File: config.mk
export PLATFORM = sky130hd
export DESIGN_NAME = set_bit_enumerator
export DESIGN_NICKNAME = d
export VERILOG_FILES = /design/src/rtl/set_bit_enumerator.sv
export SDC_FILE = /design/constraint.sdc
export NUM_CORES = 1
export LEC_CHECK = 0
export CORE_MARGIN = 4
export CORE_UTILIZATION = 45
export CTS_CLUSTER_SIZE = 16
export DETAILED_ROUTE_END_ITERATION = 16
export GPL_ROUTABILITY_DRIVEN = 0
export MAX_ROUTING_LAYER = met4
export PLACE_DENSITY = 0.74
export SETUP_SLACK_MARGIN = 0.05
export SLEW_MARGIN = 10
export SYNTH_ARGS = -nofsm -noshare
export SYNTH_HDL_FRONTEND = slang
export SYNTH_SLANG_ARGS = --single-unit
File: constraint.sdc
create_clock -name clk -period 5.2 [get_ports clk]
set_clock_uncertainty 0.05 [all_clocks]
set_input_delay 1.56 -clock clk [delete_from_list [all_inputs] [get_ports clk]]
set_output_delay 1.56 -clock clk [all_outputs]
set_load 0.01 [all_outputs]
File: src/rtl/set_bit_enumerator.sv
// Streams the index of every set bit of an accepted vector, LSB-first, one beat
// per cycle, with a running Hamming weight; an all-zero vector yields one empty beat.
module set_bit_enumerator #(
    parameter int WIDTH = 8,
    parameter int IDX_W = 3
) (
    input  logic             clk,
    input  logic             rst_n,
    input  logic             in_valid,
    output logic             in_ready,
    input  logic [WIDTH-1:0] in_vec,
    output logic             out_valid,
    input  logic             out_ready,
    output logic [IDX_W-1:0] out_idx,
    output logic [IDX_W:0]   out_count,
    output logic             out_last,
    output logic             out_empty
);

    if (WIDTH < 2 || WIDTH > 256 || IDX_W != $clog2(WIDTH)) begin : g_bad_params
        $error("set_bit_enumerator: WIDTH must be 2..256 and IDX_W must equal clog2(WIDTH)");
    end

    typedef enum logic {
        IDLE,
        EMIT
    } state_t;

    localparam logic [WIDTH-1:0] WORK_ONE  = {{(WIDTH-1){1'b0}}, 1'b1};
    localparam logic [IDX_W:0]   COUNT_ONE = {{IDX_W{1'b0}}, 1'b1};

    state_t           state;
    logic [WIDTH-1:0] work;
    logic [IDX_W:0]   count;
    logic [WIDTH-1:0] work_rest;
    logic             accept;
    logic             beat_done;

    // work_rest is work with its lowest set bit cleared; it is zero exactly when
    // at most one bit remains, which makes it the last-beat test as well.
    assign work_rest = work & (work - WORK_ONE);
    assign accept    = in_valid && in_ready;
    assign beat_done = out_valid && out_ready;

    always_comb begin
        out_valid = (state == EMIT);
        out_empty = out_valid && (work == '0);
        out_last  = out_valid && (work_rest == '0);
        out_count = (out_valid && !out_empty) ? count + COUNT_ONE : '0;
        in_ready  = rst_n && ((state == IDLE) || (out_last && out_ready));
        out_idx   = '0;
        for (int i = WIDTH - 1; i >= 0; i--) begin
            if (work[i]) begin
                out_idx = IDX_W'(i);
            end
        end
    end

    // A new vector accepted on the final beat reloads work directly, so the
    // next vector's first beat follows with no idle bubble.
    always_ff @(posedge clk) begin
        if (!rst_n) begin
            state <= IDLE;
            work  <= '0;
            count <= '0;
        end else begin
            case (state)
                IDLE: begin
                    if (accept) begin
                        work  <= in_vec;
                        count <= '0;
                        state <= EMIT;
                    end
                end
                EMIT: begin
                    if (beat_done) begin
                        if (accept) begin
                            work  <= in_vec;
                            count <= '0;
                        end else begin
                            work  <= work_rest;
                            count <= count + COUNT_ONE;
                            if (out_last) begin
                                state <= IDLE;
                            end
                        end
                    end
                end
                default: state <= IDLE;
            endcase
        end
    end

endmodule
==> results of run 1 <==
[power by group through the flow]
stage	clock, uW	sequential (uW)	combinational (uW)
finish	62.7	126	120
global route	68.4	128	131
CTS	65.0	126	120
detailed placement	0	128	119
global placement	0	127	116
floorplan	0	119	85.5
[kinds of logic after synthesis]
kind of cell	count (synthesis)
buf+inv	10
simple gates	53
compound gates	33
flops	13
fa+ha+maj	1
[per-layer routing]
layer | global-route usage, % | up-vias
met5 | - | -
met4 | 3.83 | 0
met3 | 5.13 | 4
met2 | 30.0 | 34
met1 | 21.6 | 423
li1 | - | 458
[through the flow]
| step | hold slack (ps) | area (um2) | power (uW) | instances |
|---|---|---|---|---|
| after detailed placement | 434 | 1130 | 247 | 152 |
| final | 441 | 1150 | 309 | 156 |
| after CTS | 448 | 1150 | 310 | 156 |
| after floorplan | 402 | 898 | 205 | 110 |
| after global routing | 476 | 1150 | 328 | 156 |
| after global placement | 417 | 1130 | 243 | 152 |
[worst max-delay path by stage]
| stage | cells past startpoint | from | end | slack [ps] |
|---|---|---|---|---|
| 4_1_cts | 4 | out_ready | in_ready | 610 |
| 5_1_grt | 4 | out_ready | in_ready | 470 |
| 3_3_place_gp | 4 | out_ready | in_ready | 640 |
| 6_report | 4 | out_ready | in_ready | 610 |
| 2_1_floorplan | 3 | rst_n | in_ready | 1330 |
| 3_5_place_dp | 4 | out_ready | in_ready | 610 |
[layout make-up]
cell class	instances	area, um2
fillers	181	649
multi-input cells	87	592
flip-flops and latches	13	260
repair buffers	23	228
well taps	25	31.3
clock buffers	4	26.3
inverters	4	15.0
[critical path, delay by kind of cell]
family | cells | cell delay (ps)
AO/OA/AOI/OAI | 1 | 160
buffers and inverters | 2 | 1110
AND/OR/NAND/NOR | 1 | 140
[layout by cell type, fill, tap and decap left out, types with 2 or more instances in the layout]
master,instances
a21oi_4,2
nor3_1,4
inv_1,4
o21a_1,2
nor2_1,16
a21boi_0,4
o21ai_0,2
and3_2,2
and3_1,7
o21ba_2,2
nor2b_1,3
nand3_1,2
nand2_1,10
clkbuf_4,3
a221o_1,7
or3_1,3
a21oi_1,3
o31a_2,2
o2111ai_1,2
dfxtp_1,13
clkdlybuf4s50_1,22
[registers in the layout, indices dropped and copies added (netlist names)]
| register | flops |
|---|---|
| count | 4 |
| work | 8 |
| out_valid | 1 |
==> metrics.cfg, run 1 <==
[synthesis]
syn_area_per_cell_um2 = 8.17
syn_nets = 123
ys_seq_elements = 13
synth.most_common_cell = nor2_1
muxShareOfSynthArea_pct = 0
synth_largest_area_cell = dfxtp_1
synthTopCellsByArea = dfxtp_1 29%, a221o_1 7.8%, nor2_1 6.7%, and3_1 4.9%, nand2_1 4.2%
netlist_area_um2 = 898
netlist_top_cells_count = 16 x nor2_1, 13 x dfxtp_1, 10 x nand2_1, 7 x a221o_1, 7 x and3_1
synth_simple_gate_area_share_pct = 30.1
synth_compound_area_share_pct = 34.4
synth-main-ff-cell = dfxtp_1
async_flop_share_pct = 0
yosys_warnings = 0
yosysTopAreaCellShare_pct = 29.0
synth-xor-area-share_pct = 0
ys_seq_area_share_pct = 29.0
synth_adder_area_share_pct = 1.39
synth_top_family_by_area = compound AO/OA/AOI/OAI gates
synth-edff-count = 0
synth.distinct_cells = 36
netlist_instances = 110

[power]
pwr-share-seq_pct = 40.9
leakagePower_uw = 0.000445
comb_power_share_pct = 38.8
p_int_uw = 201
pwr-share-clk_pct = 20.3
power_switching_uw = 108
p_per_area_mw_per_mm2 = 268
vdd_drop_max_mv = 0.181
swShare_pct = 35.0

[clock_network]
cts_max_level = 1
cts_hold_buf = 0
cts_tree = built
insertion_delay_ps = 280
post_cts_buffers = 0
cts-root-buf = clkbuf_4
clk_pin_slew_ps = 70
cts.sinks = 13
numCtsBuffers = 3
cts_buffer_depth = 2
cts.repair.resized = 0

[outcome]
status = finished clean

[die]
initial_core_util_pct = 49.9
die_h_um = 52.7
core_area_mm2 = 0.00180
num_io_pins = 23
dieArea_mm2 = 0.00278
fp-row-count = 15
die_w_um = 52.7

[job]
maxCapViolCount = 0

[sta]
drv_slew = 0
slew_headroom_pct = 61.2
worstMarginPinSlew_ps = 576
finalHoldViolations = 0
tns_ps = 0
fmax_ghz = 0.218
setup-violations-final = 0
postLayoutSetupSlackWorst_ps = 612
period_share_pct = 88.2
period_needed_ps = 4590
rsz0062_at_grt = no

[critical_path]
crit_required_ps = 3590
critical_path_class = primary input to output pin
worstPathArrival_ps = 2980
cpMaxStageDelayCell = clkdlybuf4s50_1
cp_slowest_stage_delay_ps = 570
worstSetupStartpointType = primary input
crit_path_frequent_cell = clkdlybuf4s50_1
reg2reg_from = work[2]
r2r_cells = 5
rrSetupSlack_ps = 2910
reg2reg_to = work[7]
crit_path_end_kind = output pin
path_max_fanout = 6
crit_chain = clkdlybuf4s50_1 -> a31oi_1 -> nor2b_1 -> clkdlybuf4s50_1

[finish]
final_layout_size_suffix_gt1_share_pct = 13.7
nets = 145
area_growth_pct = 28.3
fin_util_pct = 64.0
antennaDiodeCount = 0

[detailed_routing]
drt-pass1-iter-count = 6
wl_met2_mm = 1.05
wl_per_cell_um = 14.3
vias = 919
antenna_left = 0
wirelength_mm = 2.23
topRoutingLayerUsed = met4
dr.first_iter.drc_count = 29
drc = 0
avgViaCountPerCell = 5.89
wl_met1_mm = 1.01
dr_wl_met3_um = 145

[min_path]
hp-start = count[3]
hold_path.class = register to register
hold_path_end = count[3]
hold_path_depth = 2

[place]
dp_hpwl_mm = 1.66
portBuffers = 22
pre_cts_ws_ps = 613

[global_route]
grt_max_degree = 21
grt_pass1_wl_mm = 3.69
gr-total-overflow = 0
antenna_found_initial = 0
grt_pass1_vias = 824
track_usage_pct = 18.0

(Power assumes the default switching activity.)
==> run 2, diff against run 1 <==
--- a/config.mk
+++ b/config.mk
@@ -5,6 +5,7 @@
 export SDC_FILE = /design/constraint.sdc
 export NUM_CORES = 1
 export LEC_CHECK = 0
+export CORE_ASPECT_RATIO = 1.5
 export CORE_MARGIN = 4
 export CORE_UTILIZATION = 45
 export CTS_CLUSTER_SIZE = 16
==> run 2 against run 1 <==
Sequential share of layout area up 0.099 points; combinational power is essentially flat; routed wire length is 3.5% lower; die area up 0.53%; first-iteration DRC count unchanged; highest routed layer unchanged; sequential power is essentially flat; via count decreased by 3.9%; final area down 0.43%.
==> metrics.cfg, run 2 (same netlist as run 1, synthesis figures left out) <==
[outcome]
status = finished clean  ; unchanged

[clock_network]
cts-root-buf = clkbuf_4  ; unchanged
cts.sinks = 13  ; unchanged
cts_tree = built  ; unchanged
cts_max_level = 1  ; unchanged
cts_hold_buf = 0  ; unchanged
insertion_delay_ps = 280  ; about the same
numCtsBuffers = 3  ; unchanged
cts_buffer_depth = 2  ; unchanged
clk_pin_slew_ps = 80  ; was 70 ps
cts.repair.resized = 0  ; unchanged
post_cts_buffers = 0  ; unchanged

[finish]
top_register = work  ; unchanged
antennaDiodeCount = 0  ; unchanged
design_area_mm2 = 0.00115  ; about the same
layout_commonest_cell = clkdlybuf4s50_1  ; unchanged
nets = 145  ; unchanged
largest_reg_flops = 8  ; unchanged
layout_common_cells = 22 x clkdlybuf4s50_1, 16 x nor2_1, 13 x dfxtp_1, 10 x nand2_1  ; unchanged
final_layout_size_suffix_gt1_share_pct = 13.7  ; unchanged
instances_no_fill = 152  ; was 156
area_growth_pct = 27.7  ; was 28.3%

[sta]
period_needed_ps = 4610  ; was 4590 ps
tns_ps = 0  ; unchanged
finalHoldViolations = 0  ; unchanged
fmax_ghz = 0.217  ; was 0.218 GHz
setup-violations-final = 0  ; unchanged
period_share_pct = 88.6  ; was 88.2%
worstMarginPinSlew_ps = 598  ; was 576 ps
drv_slew = 0  ; unchanged
rsz0062_at_grt = no  ; unchanged
slew_headroom_pct = 59.7  ; was 61.2%

[global_route]
busiest_layer = met2  ; unchanged
grt_max_degree = 21  ; unchanged
grt_pass1_vias = 846  ; was 824
antenna_found_initial = 0  ; unchanged
grt_pass1_wl_mm = 3.67  ; was 3.69 mm
use_met2_pct = 27.9  ; was 30.0%
gr-total-overflow = 0  ; unchanged
use_met1_pct = 20.4  ; was 21.6%
track_usage_pct = 17.5  ; was 18.0%
grt_use_met3_pct = 2.59  ; was 5.13%

[min_path]
hold_path.class = register to register  ; unchanged

[place]
place_area_mm2 = 0.00112  ; was 0.00113 mm2
dp_cells = 148  ; was 152
portBuffers = 22  ; unchanged
dp_hpwl_mm = 1.59  ; was 1.66 mm

[die]
core_area_mm2 = 0.00188  ; was 0.00180 mm2
die_w_um = 44.5  ; was 52.7 um
fp-row-count = 19  ; was 15
initial_core_util_pct = 47.8  ; was 49.9%
num_io_pins = 23  ; unchanged
die_h_um = 62.7  ; was 52.7 um
dieArea_mm2 = 0.00279  ; was 0.00278 mm2

[detailed_routing]
antenna_left = 0  ; unchanged
avgViaCountPerCell = 5.81  ; was 5.89
wl_per_cell_um = 14.2  ; was 14.3 um
drc = 0  ; unchanged
dr.first_iter.drc_count = 29  ; unchanged
drt-pass1-iter-count = 4  ; was 6
vias = 883  ; was 919
wirelength_mm = 2.15  ; was 2.23 mm

[critical_path]
cp_num_buf_inv = 2  ; unchanged
crit_required_ps = 3590  ; about the same
cpMaxStageDelayCell = clkdlybuf4s50_1  ; unchanged
critical_path_class = primary input to output pin  ; unchanged
crit_chain = clkdlybuf4s50_1 -> a31oi_1 -> nor2b_1 -> clkdlybuf4s50_1  ; unchanged
path_delay_family = buffers and inverters  ; unchanged
crit_path_end_kind = output pin  ; unchanged
cp_slowest_stage_delay_ps = 580  ; was 570 ps
crit_path_frequent_cell = clkdlybuf4s50_1  ; unchanged
path_max_fanout = 6  ; unchanged
worstSetupStartpointType = primary input  ; unchanged
worstPathArrival_ps = 3000  ; was 2980 ps

[power]
p_per_area_mw_per_mm2 = 268  ; about the same
swShare_pct = 34.7  ; was 35.0%
leakagePower_uw = 0.000445  ; unchanged
pwr-share-seq_pct = 40.9  ; about the same
comb_power_share_pct = 38.1  ; was 38.8%
power_switching_uw = 107  ; was 108 uW
p_int_uw = 201  ; about the same
vdd_drop_max_mv = 0.173  ; was 0.181 mV
pwr-share-clk_pct = 21.0  ; was 20.3%
power_uw = 307  ; was 309 uW

[job]
maxCapViolCount = 0  ; unchanged

-- run 2: cell counts in the layout (fill, tap and decap cells not counted) --
No cell type changed its count.
-- run 2: path summary, 6_finish.rpt --
check                 start  slack [ps]        to  depth (start not counted)
hold / removal     count[1]         440  count[1]                          2
hold reg to reg    count[1]         440  count[1]                          2
setup reg to reg    work[2]        2960   work[4]                          5
setup / recovery  out_ready         590  in_ready                          4
-- run 2: worst min-delay path, cell delays in order, from the launching register on --
cell and delay (ps):
dfxtp_1 330, nand2_1 50, a21boi_0 60
-- run 2: area by class of cell --
cell class / count / area, um2
clock buffers: 4 / 26.3
fillers: 175 / 731
inverters: 4 / 15.0
multi-input cells: 87 / 592
flip-flops and latches: 13 / 260
well taps: 21 / 26.3
repair buffers: 23 / 228
-- run 2: power by group through the flow --
stage / combinational, uW / sequential [uW] / clock [uW]
6_report: 117 / 126 / 64.5
5_1_grt: 130 / 128 / 69.2
2_1_floorplan: 85.5 / 119 / 0
3_5_place_dp: 117 / 128 / 0
4_1_cts: 118 / 125 / 64.1
3_3_place_gp: 116 / 127 / 0
-- run 2: per-layer routing --
layer  vias to the layer above  part of all wire (%)  wire (um)
met1                       406                    42        900
met2                        20                    52       1110
met5                         -                     0          0
met4                         0                   2.0         44
li1                        452                     -          -
met3                         5                   4.4         94
-- run 2: metrics by stage --
step	utilization (%)	hold slack, ps	worst slack, ps
2_1_floorplan	-	402	1330
5_1_grt	61.1	462	497
3_5_place_dp	59.7	430	618
4_1_cts	61.1	441	605
6_report	61.1	435	593
3_3_place_gp	59.7	418	633
==> run 3, diff against run 2 <==
--- a/config.mk
+++ b/config.mk
@@ -7,7 +7,7 @@
 export LEC_CHECK = 0
 export CORE_ASPECT_RATIO = 1.5
 export CORE_MARGIN = 4
-export CORE_UTILIZATION = 45
+export CORE_UTILIZATION = 43
 export CTS_CLUSTER_SIZE = 16
 export DETAILED_ROUTE_END_ITERATION = 16
 export GPL_ROUTABILITY_DRIVEN = 0
==> constraint.sdc (replaced) <==
create_clock -name clk -period 3.9 [get_ports clk]
set_clock_uncertainty 0.05 [all_clocks]
set_input_delay 1.17 -clock clk [delete_from_list [all_inputs] [get_ports clk]]
set_output_delay 1.17 -clock clk [all_outputs]
set_load 0.01 [all_outputs]
==> run 3 against run 2 <==
Final area is 2.9% higher; largest power group is now combinational cells; critical path depth is 1 higher; critical endpoint is now out_last; setup slack worse by 380 ps; combinational power is 45% higher; sequential share of layout area is 0.65 points lower; count of clock-buffer cells in the layout stayed put; global-route usage is 1.3 points lower; worst hold slack better by 7.9 ps; clock power is 33% higher; flip-flop and latch count stayed put.
==> metrics.cfg, run 3 (same netlist as run 1, synthesis figures left out) <==
[finish]
nets = 148  ; was 145
design_area_mm2 = 0.00118  ; was 0.00115 mm2
top_register = work  ; unchanged
instances_no_fill = 156  ; was 152
final_layout_size_suffix_gt1_share_pct = 17.2  ; was 13.7%
antennaDiodeCount = 0  ; unchanged
fill_cells = 193  ; was 175
layout_commonest_cell = clkdlybuf4s50_1  ; unchanged
area_growth_pct = 31.5  ; was 27.7%
layout_common_cells = 21 x clkdlybuf4s50_1, 16 x nor2_1, 13 x dfxtp_1, 10 x nand2_1  ; was 22 x clkdlybuf4s50_1, 16 x nor2_1, 13 x dfxtp_1, 10 x nand2_1
largest_reg_flops = 8  ; unchanged

[die]
num_io_pins = 23  ; unchanged
core_area_mm2 = 0.00200  ; was 0.00188 mm2
die_w_um = 45.3  ; was 44.5 um
initial_core_util_pct = 44.9  ; was 47.8%
die_h_um = 64.0  ; was 62.7 um
fp-row-count = 20  ; was 19
dieArea_mm2 = 0.00290  ; was 0.00279 mm2

[detailed_routing]
wl_met1_um = 968  ; was 900 um
dr_wl_met3_um = 119  ; was 94 um
wl_met2_mm = 1.02  ; was 1.11 mm
avgViaCountPerCell = 5.89  ; was 5.81
topRoutingLayerUsed = met4  ; unchanged
antenna_left = 0  ; unchanged
drt-pass1-iter-count = 4  ; unchanged
drc = 0  ; unchanged
wirelength_mm = 2.13  ; was 2.15 mm
dr.first_iter.drc_count = 15  ; was 29
vias = 919  ; was 883
wl_per_cell_um = 13.7  ; was 14.2 um

[place]
dp_hpwl_mm = 1.50  ; was 1.59 mm
place_area_mm2 = 0.00113  ; was 0.00112 mm2
dp_cells = 150  ; was 148
portBuffers = 22  ; unchanged

[sta]
drv_slew = 0  ; unchanged
period_needed_ps = 3690
fmax_ghz = 0.271
slew_headroom_pct = 63.8  ; was 59.7%
rsz0062_at_grt = no  ; unchanged
setup-violations-final = 0  ; unchanged
finalHoldViolations = 0  ; unchanged
worstMarginPinSlew_ps = 537  ; was 598 ps
period_share_pct = 94.6
tns_ps = 0  ; unchanged

[power]
pwr-share-seq_pct = 39.7  ; was 40.9%
leakagePower_uw = 0.000472  ; was 0.000445 uW
pwr-share-clk_pct = 20.2  ; was 21.0%
p_per_area_mw_per_mm2 = 359  ; was 268 mW/mm2
comb_power_share_pct = 40.1  ; was 38.1%
vdd_drop_max_mv = 0.226  ; was 0.173 mV
p_int_uw = 277  ; was 201 uW
swShare_pct = 34.7  ; about the same
power_uw = 424  ; was 307 uW
power_switching_uw = 147  ; was 107 uW

[global_route]
grt_max_degree = 21  ; unchanged
gr-total-overflow = 0  ; unchanged
grt_pass1_vias = 831  ; was 846
track_usage_pct = 16.3  ; was 17.5%
antenna_found_initial = 0  ; unchanged
grt_pass1_wl_mm = 3.60  ; was 3.67 mm

[clock_network]
cts.sinks = 13  ; unchanged
cts_max_level = 1  ; unchanged
cts_tree = built  ; unchanged
cts-root-buf = clkbuf_4  ; unchanged
cts_buffer_depth = 2  ; unchanged
clk_pin_slew_ps = 80  ; about the same
insertion_delay_ps = 270  ; was 280 ps
numCtsBuffers = 3  ; unchanged

[critical_path]
r2r_cells = 6  ; was 5
crit_required_ps = 2680  ; was 3590 ps
path_max_fanout = 8  ; was 6
critical_path_class = register to output pin  ; was primary input to output pin
rrSetupSlack_ps = 1720  ; was 2960 ps
worstPathArrival_ps = 2470  ; was 3000 ps
crit_path_end_kind = output pin  ; unchanged
worstSetupStartpointType = register  ; was primary input

[min_path]
hold_path.class = register to register  ; unchanged
hold_path_depth = 2  ; unchanged

[outcome]
status = finished clean  ; unchanged

[job]
maxCapViolCount = 0  ; unchanged

## run 3: area by class of cell
class | count | area, um2 | share of cell area [%]
multi-input cells | 87 | 599 | 50.7
flip-flops and latches | 13 | 260 | 22.0
repair buffers | 26 | 253 | 21.4
well taps | 22 | 27.5 | 2.33
clock buffers | 4 | 26.3 | 2.22
inverters | 4 | 15.0 | 1.27
## run 3: per-layer routing
metal | global-route usage [%] | vias to the layer above
li1 | - | 458
met1 | 21.4 | 432
met2 | 24.6 | 25
met3 | 3.10 | 4
met4 | 5.13 | 0
met5 | - | -
## run 3: final timing paths
| kind | start | to |
|---|---|---|
| setup reg to reg | work[1] | work[5] |
| hold reg to reg | count[3] | count[3] |
| setup / recovery | work[1] | out_last |
| hold / removal | count[3] | count[3] |
## run 3: power groups by stage
| stage | registers, uW | clock network [uW] | logic, uW |
|---|---|---|---|
| 6_report | 169 | 85.5 | 170 |
| 5_1_grt | 171 | 95.9 | 185 |
| 4_1_cts | 167 | 87.3 | 160 |
| 3_5_place_dp | 170 | 0 | 157 |
| 3_3_place_gp | 170 | 0 | 156 |
| 2_1_floorplan | 159 | 0 | 114 |
## run 3: metrics by stage
stage | utilization [%] | setup slack [ps] | hold slack [ps]
2_1_floorplan | - | 811 | 402
3_3_place_gp | 56.4 | 224 | 410
3_5_place_dp | 56.4 | 209 | 436
4_1_cts | 57.9 | 67.2 | 447
5_1_grt | 59.0 | 107 | 480
6_report | 59.0 | 209 | 443
## run 3: repair_timing
| item | CTS | global route |
|---|---|---|
| resized for setup | 1 | 3 |
| hold buffers | 0 | 0 |
| endpoints found under the setup margin | 3 | 5 |
| setup buffers | 0 | 2 |
| pin swaps | 0 | 2 |
## run 3: worst max-delay path: stages, from the launching register on
cell	delay, ps
dfxtp_1	380
or4_4	610
a2111oi_4	330
or3_4	200
and3_2	160
clkdlybuf4s50_1	530
